### config.mk
export PLATFORM = sky130hd
export DESIGN_NAME = gate_sweeper
export DESIGN_NICKNAME = d
export VERILOG_FILES = /design/src/rtl/gate_sweeper.sv
export SDC_FILE = /design/constraint.sdc
export NUM_CORES = 1
export LEC_CHECK = 0
export ABC_CLOCK_PERIOD_IN_PS = 2700
export BUFFER_PORTS_ARGS = -buffer_cell sky130_fd_sc_hd__buf_2
export CORE_MARGIN = 2
export CORE_UTILIZATION = 35
export DETAILED_ROUTE_END_ITERATION = 10
export GPL_TIMING_DRIVEN = 1
export PLACE_DENSITY = 0.51
export SLEW_MARGIN = 20
export SYNTH_ARGS = -nofsm -noshare
export SYNTH_HDL_FRONTEND = slang
export SYNTH_SLANG_ARGS = --single-unit
### constraint.sdc
create_clock -name clk -period 2.7 [get_ports clk]
set_clock_uncertainty 0.1 [all_clocks]
set_input_delay 0.54 -clock clk [delete_from_list [all_inputs] [get_ports clk]]
set_output_delay 0.54 -clock clk [all_outputs]
set_load 0.02 [all_outputs]
### src/rtl/gate_sweeper.sv
// gate_sweeper: clocked four-minterm sweep of a 2-input combinational gate,
// capturing its truth table and comparing it against an expected mask.
module gate_sweeper #(
  parameter int SETTLE = 1
) (
  input  logic       clk,
  input  logic       rst_n,
  input  logic       start,
  input  logic [3:0] expected,
  input  logic       s,
  output logic       a,
  output logic       b,
  output logic       busy,
  output logic       done,
  output logic [3:0] result,
  output logic [3:0] mismatch,
  output logic       pass
);

  typedef enum logic [1:0] {
    S_IDLE,
    S_SETTLE,
    S_SAMPLE
  } state_t;

  localparam logic [3:0] LAST =
    4'(SETTLE == 0 ? 0 : SETTLE - 1);

  state_t     state, state_d;
  logic [3:0] wcnt, wcnt_d;
  logic [1:0] m;
  logic [3:0] exp_q;
  logic [3:0] res_nxt;
  logic       accept, fire;

  // SETTLE=0 skips the wait state entirely
  function automatic state_t after_apply();
    return (SETTLE == 0) ? S_SAMPLE : S_SETTLE;
  endfunction

  always_ff @(posedge clk or negedge rst_n) begin
    if (!rst_n) begin
      state <= S_IDLE;
      wcnt  <= '0;
    end else begin
      state <= state_d;
      wcnt  <= wcnt_d;
    end
  end

  always_comb begin
    state_d = state;
    wcnt_d  = wcnt;
    accept  = 1'b0;
    fire    = 1'b0;
    res_nxt = result;
    res_nxt[m] = s;
    unique case (state)
      S_IDLE: begin
        if (start) begin
          accept  = 1'b1;
          wcnt_d  = '0;
          state_d = after_apply();
        end
      end
      S_SETTLE: begin
        if (wcnt == LAST) begin
          wcnt_d  = '0;
          state_d = S_SAMPLE;
        end else begin
          wcnt_d = wcnt + 4'd1;
        end
      end
      S_SAMPLE: begin
        fire = 1'b1;
        if (m == 2'd3) state_d = S_IDLE;
        else           state_d = after_apply();
      end
      default: state_d = S_IDLE;
    endcase
  end

  always_ff @(posedge clk or negedge rst_n) begin
    if (!rst_n) begin
      m        <= '0;
      exp_q    <= '0;
      a        <= 1'b0;
      b        <= 1'b0;
      busy     <= 1'b0;
      done     <= 1'b0;
      result   <= '0;
      mismatch <= '0;
      pass     <= 1'b0;
    end else begin
      done <= 1'b0;
      if (accept) begin
        exp_q    <= expected;
        m        <= '0;
        {a, b}   <= 2'b00;
        busy     <= 1'b1;
        result   <= '0;
        mismatch <= '0;
        pass     <= 1'b0;
      end else if (fire) begin
        result <= res_nxt;
        if (m == 2'd3) begin
          busy     <= 1'b0;
          done     <= 1'b1;
          {a, b}   <= 2'b00;
          mismatch <= res_nxt ^ exp_q;
          pass     <= (res_nxt == exp_q);
        end else begin
          m      <= m + 2'd1;
          {a, b} <= m + 2'd1;
        end
      end
    end
  end

endmodule
Word level (Yosys, flattened, before mapping)
Cells that the tools add are included.

storage, ports and cells
  register bits = 25
  word-level logic and storage cells = 69

cells by class
  add/sub/neg operators = 2
  order comparisons = 2
  eq/ne operators = 7
  muxes and demuxes = 36
  bitwise operators = 1
  reduce and logical (&&, ||, !) cells = 10

operators with widths
  cell                 number
  $mux 4               7
  $mux 1               20
  $mux 2               5
  $pmux 4 s2           1
  $reduce_and 2->1     4
  $ne 2x2->1 const B   3
  $pmux 2 s3           1
  $reduce_bool 2->1    3
  $add 4x1->4 const B  1
  $bwmux 4             1
  $eq 2x2->1 const B   2
  $eq 4x4->1           1
  $logic_not 4->1      1
  $xor 4x4->4          1
  $lt 2x3->1 const B   1
  $add 2x1->2 const B  1
  $demux 1 s2          1
  $eq 2x1->1 const B   1
  $ge 2x1->1 const B   1
  $logic_not 2->1      1
  $logic_and 1x1->1    1

Longest topological paths before layout
  depth after elaboration = 9
  mapped depth = 7

Least setup slack after synthesis
No wires, ideal clock.

  path kind = register -> register
  from = reg m[0]
  to = reg pass
  arrival = 1.355 ns
  required time = 2.536 ns
  slack = 1.181 ns
  stages on the path, launching flop included = 7
  path through = dfrtp_1 -> inv_1 -> ha_1 -> mux2i_1 -> xnor2_1 -> nor4_2 -> a21o_1

between the ends
  cells in the longest elaborated chain, start to end = 9
  elaborated cells between the ends (all ways) = 13
  those cells by class = 2 x order compare; 2 x eq/ne; 6 x mux; 3 x reduce/logical

RTL lines
  element                                                                RTL line  text
  start: declaration                                                     31        logic [1:0] m;
  start signal: assignment                                               113       m <= m + 2'd1;
  $lt 2x3->1 (implied by the code) / $ge 2x1->1 (equally long branches)  57        res_nxt[m] = s;
  $logic_and 1x1->1 (implied by the code)                                57
  $mux 1 (implied by the code)                                           57
  $demux 1 s2                                                            57
  $bwmux 4                                                               57
  $eq 4x4->1                                                             111       pass <= (res_nxt == exp_q);
  $mux 1                                                                 106       if (m == 2'd3) begin
  $mux 1                                                                 104       end else if (fire) begin
  $mux 1                                                                 96        if (accept) begin
  end signal: assignment                                                 111
  end: declaration                                                       17        output logic pass

Parallel ways exist; a longest one is shown, timed or not. The select of a mux whose other input is x is not followed.
A chain may end at the register's enable or synchronous reset.

Worst setup path in the final report
Same ends and word-level chain as after synthesis.

==> results.tsv <==
stage	metric	value	unit
critical_path	Critical-path top delay cell	dfrtp_1	
synth	Synth Area in Compound Gates	14.0	%
drt	number of DRC markers in iteration 0	24	
final_layout	fin nets	139	
synth	xor and xnor fraction of the mapped netlist area	2.86	%
placed_design	GP Congestion	0.741	
floorplanning	Core Rows	21	
final_layout	Layout Cells excl Fill	170	
synth	Main synth FF type	dfrtp_1	
clock_tree	CTS sink count	25	
floorplanning	Die H	63.1	um
critical_path	max incr delay on CP	440	ps
synth	cell count after synthesis	102	
synth	mapped cell area	1220	um^2
critical_path	critical path class	reg2reg	
global_routing	GRT Total Usage	12.2	%
critical_path	critical path buffer and inverter count	1	
final_layout	most common cell after layout, fill and taps aside	dfrtp_1	
clock_tree	clk_lat worst skew	310	ps
global_routing	largest net degree at the start of global routing	26	
critical_path	worst-path maximum fanout	4	
critical_path	Worst setup SP type	flip-flop	
critical_path	critical path endpoint category	flip-flop	
drt	Vias	824	
global_routing	initial antenna violation count	0	
timing	Fmax achieved	576	MHz
clock_tree	Worst-path clk slew	130	ps
clock_tree	number of CTS-inserted buffers	3	
pwr	Peak supply drop	217	uV
run_status	status	finished, final reports clean	
critical_path	crit-path leading delay family	flip-flops	
clock_tree	H-tree Lvls	1	
clock_tree	hold buffer count at cts	0	
clock_tree	post-CTS sizing	0	
run	max cap viols	0	
placed_design	Cell Count Post-Placement	166	
synth	largest family of logic cells by synthesized area	compound AO/OA/AOI/OAI gates	
drt	antenna violation net count after detailed routing	0	
synth	post-synthesis sequential area ratio	51.1	%
critical_path	CP required	2860	ps
final_layout	most frequent cells in the layout	dfrtp_1 (25), buf_2 (20), a22o_1 (11)	
synth	Synth Area in Simple Gates	10.7	%
drt	final wirelength	2230	um
floorplanning	Initial Utilization	36.7	%
hold_path	Worst Hold Class	in2async	
timing	fin crit share	64.3	%
global_routing	Overflow after GRT	0	
synth	net count after synthesis	116	
timing	Final Max Slew Viols	0	
synth	Yosys reg bits	25	
clock_tree	post-CTS setup buffer count	0	
synth	synthesized area per cell	12.0	um^2
drt	Residual DRC	0	
timing	endpoints failing setup	0	
timing	Fin Hold WS	93.0	ps
timing	Slew HR	60.8	%
synth	Post-synth EDFFs	0	
critical_path	CP Cell Sequence	inv_1, ha_1, mux2i_1, xnor2_1, nor4_2, a21o_1	
synth	post-synthesis adder-cell area fraction	6.13	%
drt	Via density	4.85	
timing	TNS Setup	0	ps
global_routing	number of global-route vias before repair	843	
clock_tree	CTS tree	built	
drt	first drt pass iteration count	4	
timing	actual slew at the worst max-slew pin	587	ps
synth	Synth cell types	25	
placed_design	Port Buf Inserts	20	
floorplanning	die width	63.1	um
clock_tree	clk root buf	clkbuf_4	
final_layout	number of diodes	0	
floorplanning	# IOs	21	
synth	mux share of post-synthesis cell area	12.4	%
global_routing	first-pass GRT wire length	3820	um
synth	warning count from the yosys run	0	
clock_tree	CTS Buffer Depth	2	
timing	Hold Vio Cnt, Final	0	
pwr	Leak	0.680	nW
synth	asr flop ratio synth	100	%
drt	Avg WL per Cell	13.1	um
placed_design	Post-DP HPWL	1680	um
floorplanning	die footprint	3990	um^2
timing	min Tclk post-route	1740	ps
floorplanning	Core Area	3340	um^2
pwr	PD cells	958	nW/um^2
final_layout	layout cell share with drive strength beyond 1	31.5	%
final_layout	Syn-to-layout area delta	14.3	%
critical_path	critical path arrival	1900	ps
timing	unrepaired setup endpoints after global routing	false	
[through the flow]
stage / utilization (%) / setup slack (ps) / power (W) / cell area [um^2]
after CTS: 41.9 / 945 / 0.00136 / 1400
after detailed placement: 41.1 / 980 / 0.00119 / 1370
final: 41.9 / 963 / 0.00134 / 1400
after global placement: 41.1 / 1000 / 0.00119 / 1370
after global routing: 41.9 / 814 / 0.00145 / 1400
after floorplan: - / 1180 / 0.00104 / 1220
[layout make-up]
| cell class | instances | area [um^2] |
|---|---|---|
| well taps | 46 | 57.6 |
| repair buffers | 20 | 100 |
| clock buffers | 3 | 22.5 |
| clock inverters | 1 | 5.00 |
| flip-flops and latches | 25 | 626 |
| multi-input cells | 69 | 564 |
| fillers | 338 | 1940 |
| inverters | 6 | 23.8 |
[final timing paths]
check	startpoint	endpoint	slack, ps	depth (start not counted)
max in group asynchronous	rst_n	wcnt[1]	2050	1
setup reg to reg	m[0]	pass	960	6
hold reg to reg	pass	pass	400	1
hold / removal	rst_n	m[0]	90	1
setup / recovery	m[0]	pass	960	6
min in group clk	expected[2]	exp_q[2]	360	2
[synthesized netlist by cell type, types with 2 or more instances]
master | number | area (um^2)
a21o_1 | 2 | 15.0
a22o_1 | 11 | 96.3
buf_2 | 2 | 10.0
dfrtp_1 | 25 | 626
ha_1 | 6 | 75.1
inv_1 | 5 | 18.8
mux2_2 | 9 | 101
mux2i_1 | 5 | 50.1
nand2_1 | 9 | 33.8
nor2_1 | 3 | 11.3
nor2b_1 | 2 | 12.5
o21ai_0 | 6 | 30.0
o21bai_1 | 2 | 15.0
xnor2_1 | 4 | 35.0
[sequential cells by signal, indices dropped and copies added (netlist names)]
register  count
done          1
a             1
state         2
b             1
pass          1
mismatch      4
m             2
result        4
exp_q         4
wcnt          4
busy          1
[cell families (layout without fill, tap and decap cells)]
| kind of cell | after synthesis | in the layout |
|---|---|---|
| compound gates | 23 | 23 |
| xor+xnor | 4 | 4 |
| buf+inv | 8 | 30 |
| mux | 14 | 14 |
| flops | 25 | 25 |
| simple gates | 22 | 22 |
| fa+ha+maj | 6 | 6 |
[power by group]
part	internal, W	leakage, nW	switching, W
registers	0.000479	0.327	0.000128
clock network	0.0000552	0.0177	0.000107
logic	0.000280	0.335	0.000291
[per-layer routing]
layer  track usage, %  up-vias  part of all wire (%)  wire length, um
met5                0        -                     0                0
met4             4.17        0                  0.94               21
met3             1.79        2                   3.0               67
met2             20.6       10                    49             1100
met1             15.9      409                    47             1040
li1                 -      403                     -                -
No activity file was read; power rests on OpenSTA's default activity.
